<file path="config.mk">
export PLATFORM = sky130hd
export DESIGN_NAME = mem_arbiter_flat
export DESIGN_NICKNAME = d
export VERILOG_FILES = /design/src/rtl/core_pkg.sv /design/src/rtl/mem_arbiter_if.sv /design/src/rtl/mem_arbiter.sv /design/src/flat_wrapper.sv
export SDC_FILE = /design/constraint.sdc
export NUM_CORES = 1
export LEC_CHECK = 0
export BUFFER_PORTS_ARGS = -buffer_cell sky130_fd_sc_hd__buf_4
export CELL_PAD_IN_SITES_DETAIL_PLACEMENT = 2
export CELL_PAD_IN_SITES_GLOBAL_PLACEMENT = 2
export CORE_ASPECT_RATIO = 1.25
export CORE_MARGIN = 2
export CORE_UTILIZATION = 25
export DETAILED_ROUTE_END_ITERATION = 8
export PLACE_DENSITY = 0.9
export SLEW_MARGIN = 30
export SYNTH_ARGS = -nofsm -noshare
export SYNTH_HDL_FRONTEND = slang
export SYNTH_SLANG_ARGS = --single-unit
</file>
<file path="constraint.sdc">
create_clock -name CLK -period 1.62 [get_ports CLK]
set_input_delay 0.162 -clock CLK [delete_from_list [all_inputs] [get_ports CLK]]
set_output_delay 0.162 -clock CLK [all_outputs]
set_load 0.01 [all_outputs]
</file>
<file path="src/rtl/core_pkg.sv">
// Shared core types: arbiter FSM states, requester identities and bus width.
package core_pkg;

  localparam int unsigned XLEN = 32;
  localparam int unsigned BEW  = XLEN / 8;

  typedef enum logic [1:0] {
    IDLE,
    ISSUE,
    WAIT,
    RESP
  } arb_state_t;

  typedef enum logic {
    OWN_IF,
    OWN_LS
  } arb_owner_t;

endpackage

</file>
<file path="src/rtl/mem_arbiter_if.sv">
// Fetch, load/store and memory handshake bundle around the arbiter.
// slave = arbiter side; master = core requesters plus memory.
interface mem_arbiter_if;
  import core_pkg::*;

  logic            IF_REQ;
  logic [XLEN-1:0] IF_ADDR;
  logic            IF_FLUSH;
  logic            IF_ACK;
  logic [XLEN-1:0] IF_DATA;
  logic            CORE_STALL;

  logic            LS_REQ;
  logic            LS_WE;
  logic [XLEN-1:0] LS_ADDR;
  logic [XLEN-1:0] LS_WDATA;
  logic [BEW-1:0]  LS_BE;
  logic            LS_ACK;
  logic [XLEN-1:0] LS_RDATA;

  logic            MEM_REQ;
  logic            MEM_WE;
  logic [XLEN-1:0] MEM_ADDR;
  logic [XLEN-1:0] MEM_WDATA;
  logic [BEW-1:0]  MEM_BE;
  logic            MEM_GNT;
  logic            MEM_RVALID;
  logic [XLEN-1:0] MEM_RDATA;

  modport slave (
    input  IF_REQ, IF_ADDR, IF_FLUSH,
    output IF_ACK, IF_DATA, CORE_STALL,
    input  LS_REQ, LS_WE, LS_ADDR, LS_WDATA, LS_BE,
    output LS_ACK, LS_RDATA,
    output MEM_REQ, MEM_WE, MEM_ADDR, MEM_WDATA, MEM_BE,
    input  MEM_GNT, MEM_RVALID, MEM_RDATA
  );

  modport master (
    output IF_REQ, IF_ADDR, IF_FLUSH,
    input  IF_ACK, IF_DATA, CORE_STALL,
    output LS_REQ, LS_WE, LS_ADDR, LS_WDATA, LS_BE,
    input  LS_ACK, LS_RDATA,
    input  MEM_REQ, MEM_WE, MEM_ADDR, MEM_WDATA, MEM_BE,
    output MEM_GNT, MEM_RVALID, MEM_RDATA
  );

endinterface

</file>
<file path="src/rtl/mem_arbiter.sv">
// Single-port memory arbiter between instruction fetch and load/store.
// One outstanding transaction; contending requesters are granted alternately.
module mem_arbiter
  import core_pkg::*;
(
  input logic          CLK,
  input logic          RSTN,
  mem_arbiter_if.slave bus_io
);

  function automatic arb_owner_t pick_owner(input logic if_req, input logic ls_req,
                                            input arb_owner_t last);
    if (if_req && ls_req) begin
      return (last == OWN_IF) ? OWN_LS : OWN_IF;
    end
    return if_req ? OWN_IF : OWN_LS;
  endfunction

  arb_state_t      state_q, state_d;
  arb_owner_t      own_q, own_d, last_q, last_d, grant_own;
  logic            flush_q, flush_d;
  logic            mem_req_q, mem_req_d;
  logic            mem_we_q, mem_we_d;
  logic [XLEN-1:0] mem_addr_q, mem_addr_d;
  logic [XLEN-1:0] mem_wdata_q, mem_wdata_d;
  logic [BEW-1:0]  mem_be_q, mem_be_d;
  logic            if_ack_q, if_ack_d;
  logic            ls_ack_q, ls_ack_d;
  logic [XLEN-1:0] if_data_q, if_data_d;
  logic [XLEN-1:0] ls_rdata_q, ls_rdata_d;
  logic            any_req;
  logic            if_ack;

  assign any_req   = bus_io.IF_REQ | bus_io.LS_REQ;
  assign grant_own = pick_owner(bus_io.IF_REQ, bus_io.LS_REQ, last_q);

  always_ff @(posedge CLK) begin
    if (!RSTN) begin
      state_q     <= IDLE;
      own_q       <= OWN_IF;
      last_q      <= OWN_LS;
      flush_q     <= 1'b0;
      mem_req_q   <= 1'b0;
      mem_we_q    <= 1'b0;
      mem_addr_q  <= '0;
      mem_wdata_q <= '0;
      mem_be_q    <= '0;
      if_ack_q    <= 1'b0;
      ls_ack_q    <= 1'b0;
      if_data_q   <= '0;
      ls_rdata_q  <= '0;
    end else begin
      state_q     <= state_d;
      own_q       <= own_d;
      last_q      <= last_d;
      flush_q     <= flush_d;
      mem_req_q   <= mem_req_d;
      mem_we_q    <= mem_we_d;
      mem_addr_q  <= mem_addr_d;
      mem_wdata_q <= mem_wdata_d;
      mem_be_q    <= mem_be_d;
      if_ack_q    <= if_ack_d;
      ls_ack_q    <= ls_ack_d;
      if_data_q   <= if_data_d;
      ls_rdata_q  <= ls_rdata_d;
    end
  end

  always_comb begin
    state_d = state_q;
    unique case (state_q)
      IDLE:    if (any_req) state_d = ISSUE;
      ISSUE:   if (bus_io.MEM_GNT) state_d = WAIT;
      WAIT:    if (bus_io.MEM_RVALID) state_d = RESP;
      RESP:    state_d = IDLE;
      default: state_d = IDLE;
    endcase
  end

  always_comb begin
    own_d       = own_q;
    last_d      = last_q;
    flush_d     = flush_q;
    mem_req_d   = mem_req_q;
    mem_we_d    = mem_we_q;
    mem_addr_d  = mem_addr_q;
    mem_wdata_d = mem_wdata_q;
    mem_be_d    = mem_be_q;
    if_ack_d    = 1'b0;
    ls_ack_d    = 1'b0;
    if_data_d   = if_data_q;
    ls_rdata_d  = ls_rdata_q;
    // A redirect only matters while a fetch is actually in flight.
    if (state_q != IDLE && own_q == OWN_IF && bus_io.IF_FLUSH) flush_d = 1'b1;
    unique case (state_q)
      IDLE: begin
        if (any_req) begin
          own_d     = grant_own;
          last_d    = grant_own;
          mem_req_d = 1'b1;
          if (grant_own == OWN_IF) begin
            mem_we_d    = 1'b0;
            mem_addr_d  = bus_io.IF_ADDR;
            mem_wdata_d = '0;
            mem_be_d    = {BEW{1'b1}};
          end else begin
            mem_we_d    = bus_io.LS_WE;
            mem_addr_d  = bus_io.LS_ADDR;
            mem_wdata_d = bus_io.LS_WDATA;
            mem_be_d    = bus_io.LS_BE;
          end
        end
      end
      ISSUE: if (bus_io.MEM_GNT) mem_req_d = 1'b0;
      WAIT: begin
        if (bus_io.MEM_RVALID) begin
          if (own_q == OWN_IF) begin
            if_data_d = bus_io.MEM_RDATA;
            if_ack_d  = 1'b1;
          end else begin
            ls_rdata_d = bus_io.MEM_RDATA;
            ls_ack_d   = 1'b1;
          end
        end
      end
      RESP:    flush_d = 1'b0;
      default: ;
    endcase
  end

  // Flushed fetches still complete on the memory side; only the ACK is hidden.
  assign if_ack = if_ack_q & ~flush_q;

  assign bus_io.IF_ACK     = if_ack;
  assign bus_io.IF_DATA    = if_data_q;
  assign bus_io.CORE_STALL = bus_io.IF_REQ & ~if_ack;
  assign bus_io.LS_ACK     = ls_ack_q;
  assign bus_io.LS_RDATA   = ls_rdata_q;
  assign bus_io.MEM_REQ    = mem_req_q;
  assign bus_io.MEM_WE     = mem_we_q;
  assign bus_io.MEM_ADDR   = mem_addr_q;
  assign bus_io.MEM_WDATA  = mem_wdata_q;
  assign bus_io.MEM_BE     = mem_be_q;

endmodule
</file>
<file path="src/flat_wrapper.sv">
// flat-port wrapper written by rule: the top's interface ports become plain ports
module mem_arbiter_flat import core_pkg::*;
  (CLK, RSTN, bus_io_IF_REQ, bus_io_IF_ADDR, bus_io_IF_FLUSH, bus_io_IF_ACK, bus_io_IF_DATA, bus_io_CORE_STALL, bus_io_LS_REQ, bus_io_LS_WE, bus_io_LS_ADDR, bus_io_LS_WDATA, bus_io_LS_BE, bus_io_LS_ACK, bus_io_LS_RDATA, bus_io_MEM_REQ, bus_io_MEM_WE, bus_io_MEM_ADDR, bus_io_MEM_WDATA, bus_io_MEM_BE, bus_io_MEM_GNT, bus_io_MEM_RVALID, bus_io_MEM_RDATA);
  mem_arbiter_if bus_io_i ();
  input logic CLK;
  input logic RSTN;
  input wire logic [$bits(bus_io_i.IF_REQ)-1:0] bus_io_IF_REQ;
  input wire logic [$bits(bus_io_i.IF_ADDR)-1:0] bus_io_IF_ADDR;
  input wire logic [$bits(bus_io_i.IF_FLUSH)-1:0] bus_io_IF_FLUSH;
  output wire logic [$bits(bus_io_i.IF_ACK)-1:0] bus_io_IF_ACK;
  output wire logic [$bits(bus_io_i.IF_DATA)-1:0] bus_io_IF_DATA;
  output wire logic [$bits(bus_io_i.CORE_STALL)-1:0] bus_io_CORE_STALL;
  input wire logic [$bits(bus_io_i.LS_REQ)-1:0] bus_io_LS_REQ;
  input wire logic [$bits(bus_io_i.LS_WE)-1:0] bus_io_LS_WE;
  input wire logic [$bits(bus_io_i.LS_ADDR)-1:0] bus_io_LS_ADDR;
  input wire logic [$bits(bus_io_i.LS_WDATA)-1:0] bus_io_LS_WDATA;
  input wire logic [$bits(bus_io_i.LS_BE)-1:0] bus_io_LS_BE;
  output wire logic [$bits(bus_io_i.LS_ACK)-1:0] bus_io_LS_ACK;
  output wire logic [$bits(bus_io_i.LS_RDATA)-1:0] bus_io_LS_RDATA;
  output wire logic [$bits(bus_io_i.MEM_REQ)-1:0] bus_io_MEM_REQ;
  output wire logic [$bits(bus_io_i.MEM_WE)-1:0] bus_io_MEM_WE;
  output wire logic [$bits(bus_io_i.MEM_ADDR)-1:0] bus_io_MEM_ADDR;
  output wire logic [$bits(bus_io_i.MEM_WDATA)-1:0] bus_io_MEM_WDATA;
  output wire logic [$bits(bus_io_i.MEM_BE)-1:0] bus_io_MEM_BE;
  input wire logic [$bits(bus_io_i.MEM_GNT)-1:0] bus_io_MEM_GNT;
  input wire logic [$bits(bus_io_i.MEM_RVALID)-1:0] bus_io_MEM_RVALID;
  input wire logic [$bits(bus_io_i.MEM_RDATA)-1:0] bus_io_MEM_RDATA;
  assign bus_io_i.IF_REQ = bus_io_IF_REQ;
  assign bus_io_i.IF_ADDR = bus_io_IF_ADDR;
  assign bus_io_i.IF_FLUSH = bus_io_IF_FLUSH;
  assign bus_io_IF_ACK = bus_io_i.IF_ACK;
  assign bus_io_IF_DATA = bus_io_i.IF_DATA;
  assign bus_io_CORE_STALL = bus_io_i.CORE_STALL;
  assign bus_io_i.LS_REQ = bus_io_LS_REQ;
  assign bus_io_i.LS_WE = bus_io_LS_WE;
  assign bus_io_i.LS_ADDR = bus_io_LS_ADDR;
  assign bus_io_i.LS_WDATA = bus_io_LS_WDATA;
  assign bus_io_i.LS_BE = bus_io_LS_BE;
  assign bus_io_LS_ACK = bus_io_i.LS_ACK;
  assign bus_io_LS_RDATA = bus_io_i.LS_RDATA;
  assign bus_io_MEM_REQ = bus_io_i.MEM_REQ;
  assign bus_io_MEM_WE = bus_io_i.MEM_WE;
  assign bus_io_MEM_ADDR = bus_io_i.MEM_ADDR;
  assign bus_io_MEM_WDATA = bus_io_i.MEM_WDATA;
  assign bus_io_MEM_BE = bus_io_i.MEM_BE;
  assign bus_io_i.MEM_GNT = bus_io_MEM_GNT;
  assign bus_io_i.MEM_RVALID = bus_io_MEM_RVALID;
  assign bus_io_i.MEM_RDATA = bus_io_MEM_RDATA;
  mem_arbiter u_core (.CLK(CLK), .RSTN(RSTN), .bus_io(bus_io_i));
endmodule
</file>
# Word-level counts from Yosys, hierarchy flattened
# Cells that the tools add are included.
totals:
  regBits: 141
  input_bits: 140
classes:
  n_eq_ne: 6
  muxes: 18
  n_bitwise: 7
  reduce_logical: 13
ops:
  columns: ["operator", "count"]
  rows:
  - ["$mux W32", 2]
  - ["$reduce_and A3 Y1", 5]
  - ["$mux W1", 10]
  - ["$pmux W2 S4", 1]
  - ["$mux W2", 3]
  - ["$eq A2 B2 Y1 const B", 2]
  - ["$mux W4", 1]
  - ["$ne A2 B2 Y1 const B", 2]
  - ["$not A1 Y1", 4]
  - ["$reduce_bool A2 Y1", 2]
  - ["$logic_and A1 B1 Y1", 3]
  - ["$and A1 B1 Y1", 2]
  - ["$eq A2 B1 Y1 const B", 1]
  - ["$logic_not A2 Y1", 1]
  - ["$ne A2 B1 Y1 const B", 1]
  - ["$pmux W1 S2", 1]
  - ["$reduce_and A2 Y1", 1]
  - ["$reduce_or A2 Y1", 1]
  - ["$or A1 B1 Y1", 1]

# Logic depth before layout (Yosys ltp)
logic_depth:
  ltp_word: 4
  ltp_mapped: 7

# Least setup slack after synthesis
# No wires, ideal clock.
synth_path:
  path_type: "reg-to-reg"
  startpoint: "register u_core.state_q[0]"
  endpoint: "register u_core.mem_wdata_q[10], in the netlist u_core.bus_io.MEM_WDATA[10]"
  setup_ns: 0.117
  arrival_time_ns: 1.360
  path_slack_ns: 0.143
  path_stages_with_launch: 8
  synth_period_minus_slack_ns: 1.477
  cell_sequence: "dfxtp_1 -> inv_1 -> ha_1 -> o21ai_4 -> and2_1 -> buf_6 -> buf_6 -> a22o_1"
synth_via:
  elab_chain_len: 2
synth_rtl:
  columns: ["element", "line_no", "rtl"]
  rows:
  - ["start, declared", "mem_arbiter.sv:19", "arb_state_t state_q, state_d;"]
  - ["start signal, assigned", "mem_arbiter.sv:53", "state_q <= state_d;"]
  - ["$logic_not A2 Y1", "mem_arbiter.sv:95", "unique case (state_q)"]
  - ["$reduce_and A2 Y1 (no line)", null, null]
  - ["end signal, assigned", "mem_arbiter.sv:60", "mem_wdata_q <= mem_wdata_d;"]
  - ["end, declared", "mem_arbiter.sv:25", "logic [XLEN-1:0] mem_wdata_q, mem_wdata_d;"]
# Every way passes these cells.
# A chain may end at the register's enable or synchronous reset.

# Worst setup path in the final report
layout_path:
  startpoint: "register u_core.state_q[1]"
  endpoint: "register u_core.mem_wdata_q[20], in the netlist u_core.bus_io.MEM_WDATA[20]"
# Same word-level chain as after synthesis.

==> results.json <==
{
  "status": "complete, no violations",
  "yosysSeqAreaShare_pct": 52.3,
  "core_um2": 21400,
  "path_clk_slew_ns": 0.07,
  "seqPwrFrac_pct": 36.8,
  "start_util_pct": 25.2,
  "syn_inst": 607,
  "final_cells": 1201,
  "setup_ws_ns": 0.0910,
  "die_area_um2": 22800,
  "min_from": "bus_io_MEM_RDATA[11]",
  "synth_area_per_cell_um2": 8.90,
  "timing.hold.ws_ns": 0.0177,
  "ys_types": 32,
  "clock_sinks": 141,
  "r2r-start": "u_core.state_q[1]",
  "worstPathArrival_ns": 1.82,
  "insertion_delay_ns": 0.42,
  "max_freq_mhz": 654,
  "worstPathCellList": "inv_1, ha_2, o21ai_4, and2_1, buf_12, a22o_1",
  "grt_pass1_wl_um": 35500,
  "grt.overflow.total": 0,
  "criticalPathCategory": "reg2reg",
  "tightest_slew_ns": 0.376,
  "cp_max_fo": 33,
  "io_pins": 277,
  "cts-root-buf": "clkbuf_16",
  "clkPwrFrac_pct": 32.9,
  "synth-edff-count": 0,
  "yosysWarnings": 0,
  "critPathBufInv": 2,
  "finalSetupViolCount": 0,
  "syn_nets": 752,
  "place.gp.congestion": 0.765,
  "drtIter0Drc": 191,
  "final_max_slew_viol_count": 0,
  "syn_to_final_growth_pct": 63.4,
  "portBuffers": 276,
  "grt_max_degree": 73,
  "clockBufferDepth": 2,
  "p_int_mw": 7.87,
  "first_pass_iters": 4,
  "final_common_cell": "buf_4",
  "ys_seq_elements": 141,
  "hold_class": "in2reg",
  "ir_drop_mv": 0.777,
  "rows": 60,
  "die_w_um": 135,
  "synthesis.area_um2": 5400,
  "skew_ns": 0.0180,
  "cap_violations": 0,
  "period_minus_slack_ns": 1.53,
  "cts_tree": "yes",
  "antenna_found_initial": 0,
  "nets": 1054,
  "antenna_cells": 0,
  "drc": 0,
  "combPwrFrac_pct": 30.4,
  "p_switching_mw": 3.98,
  "layout_common_cells": "buf_4 (288), dfxtp_1 (141), nand2_1 (132), o21ai_0 (71), a21boi_0 (50)",
  "post-route-period-util_pct": 94.4,
  "h-tree-depth": 4,
  "final_area_um2": 8820,
  "cp_top_family": "flip-flops",
  "powerDensity_nw_per_um2": 1340,
  "synthFlopType": "dfxtp_1",
  "crit_start": "u_core.state_q[1]",
  "fillerInstances": 2354,
  "dp_cells": 1127,
  "slowest_delay_ns": 0.34,
  "vias_per_cell": 4.83,
  "ant_nets": 0,
  "critPathSlowestCell": "dfxtp_1",
  "post-cts-setup-buffers": 0,
  "avgRoutedWirePerCell_um": 19.3,
  "worstPathRequired_ns": 1.92,
  "start_kind": "register",
  "swShare_pct": 33.6,
  "rsz0062_at_grt": "yes",
  "place_area_um2": 7800,
  "die_height_um": 168,
  "setup_tns_ns": 0,
  "cts_buffers": 17,
  "vias": 5802,
  "place_ws_ns": 0.0426,
  "drive_gt1_share_pct": 36.4,
  "total_leakage_power_nw": 3.76,
  "dp_hpwl_um": 15700,
  "grtUsageTotal_pct": 20.0,
  "slew-limit-headroom_pct": 74.9,
  "grt_pass1_vias": 6411,
  "timing_hold_violations_final": 0,
  "cp-end-kind": "register",
  "synthArstFlopShare_pct": 0,
  "drt_wl_total_um": 23100
}
Yosys cell counts, types with 2 or more instances:
library cell	count	area [um^2]
dfxtp_1	141	2820
nand2_1	132	495
o21ai_0	71	355
a21boi_0	51	383
a21oi_1	41	205
a22o_1	33	289
a31oi_1	32	200
clkbuf_1	25	93.8
buf_2	24	120
a21boi_1	14	105
ha_1	5	62.6
nor2_1	5	18.8
buf_6	4	45.0
inv_1	4	15.0
and2_1	3	18.8
buf_4	3	22.5
nand3_1	2	10.0
nor2b_1	2	12.5
o21a_1	2	15.0
state kept, by name, summed over array words and instances, names as in the netlist:
register / flops
u_core.state_q: 2
u_core.bus_io.MEM_WE: 1
u_core.if_ack_q: 1
u_core.bus_io.LS_ACK: 1
u_core.bus_io.IF_DATA: 32
u_core.flush_q: 1
u_core.bus_io.MEM_ADDR: 32
u_core.bus_io.MEM_WDATA: 32
u_core.bus_io.MEM_REQ: 1
u_core.own_q: 1
u_core.bus_io.MEM_BE: 4
u_core.last_q: 1
u_core.bus_io.LS_RDATA: 32
stage by stage:
step	utilization (%)	total power [mW]
after floorplan	-	6.11
after global placement	36.4	7.74
after detailed placement	36.4	7.90
after CTS	41.1	12.0
after global routing	41.2	12.5
final	41.2	11.9
logic make-up (layout without fill, tap and decap cells):
logic type / after synthesis / after routing / synth area share [%]
flops: 141 / 141 / 52.3
mux: 1 / 1 / 0.185
fa+ha+maj: 5 / 5 / 1.16
compound gates: 249 / 249 / 29.7
simple gates: 151 / 151 / 11.2
buf+inv: 60 / 375 / 5.49
timing repair:
item,4_1_cts,5_1_grt
resized for setup,0,8
setup endpoints to repair,0,74
hold buffers,42,0
hold endpoints to repair,42,0
worst min-delay path, cell delays in order:
cell      delay [ns]
buf_4           0.12
nand2_1         0.05
a21boi_1        0.05
power groups by stage:
| stage | combinational [mW] | clock, mW | sequential, mW |
|---|---|---|---|
| 3_5_place_dp | 3.49 | 0 | 4.41 |
| 4_1_cts | 3.60 | 4.00 | 4.35 |
| 5_1_grt | 3.91 | 4.14 | 4.43 |
| 3_3_place_gp | 3.36 | 0 | 4.38 |
| 6_report | 3.60 | 3.89 | 4.36 |
| 2_1_floorplan | 1.53 | 0 | 4.58 |
per-layer routing:
layer / global-route usage, % / routed length [um] / vias up
met5: 0 / 0 / -
met4: 6.39 / 518 / 0
met3: 4.58 / 990 / 31
met2: 38.5 / 12700 / 175
met1: 21.4 / 8920 / 2877
li1: - / - / 2719
final timing paths:
check | slack (ns) | cells after the start | to
worst min-delay path | 0.02 | 3 | u_core.bus_io.IF_DATA[11]
worst max-delay path | 0.09 | 6 | u_core.bus_io.MEM_WDATA[20]
worst min register to register | 0.46 | 2 | u_core.bus_io.IF_DATA[10]
worst max register to register | 0.09 | 6 | u_core.bus_io.MEM_WDATA[20]
area by class of cell:
cell class	count	area [um^2]	share of cell area, %
Inverter	4	15.0	0.170
Clock inverter	14	150	1.70
Multi-Input combinational cell	406	2300	26.1
Clock buffer	18	429	4.86
Sequential cell	141	2820	32.0
Timing Repair Buffer	339	2750	31.2
Tap cell	279	349	3.96
Note: power is estimated with default switching activity, not from simulation.
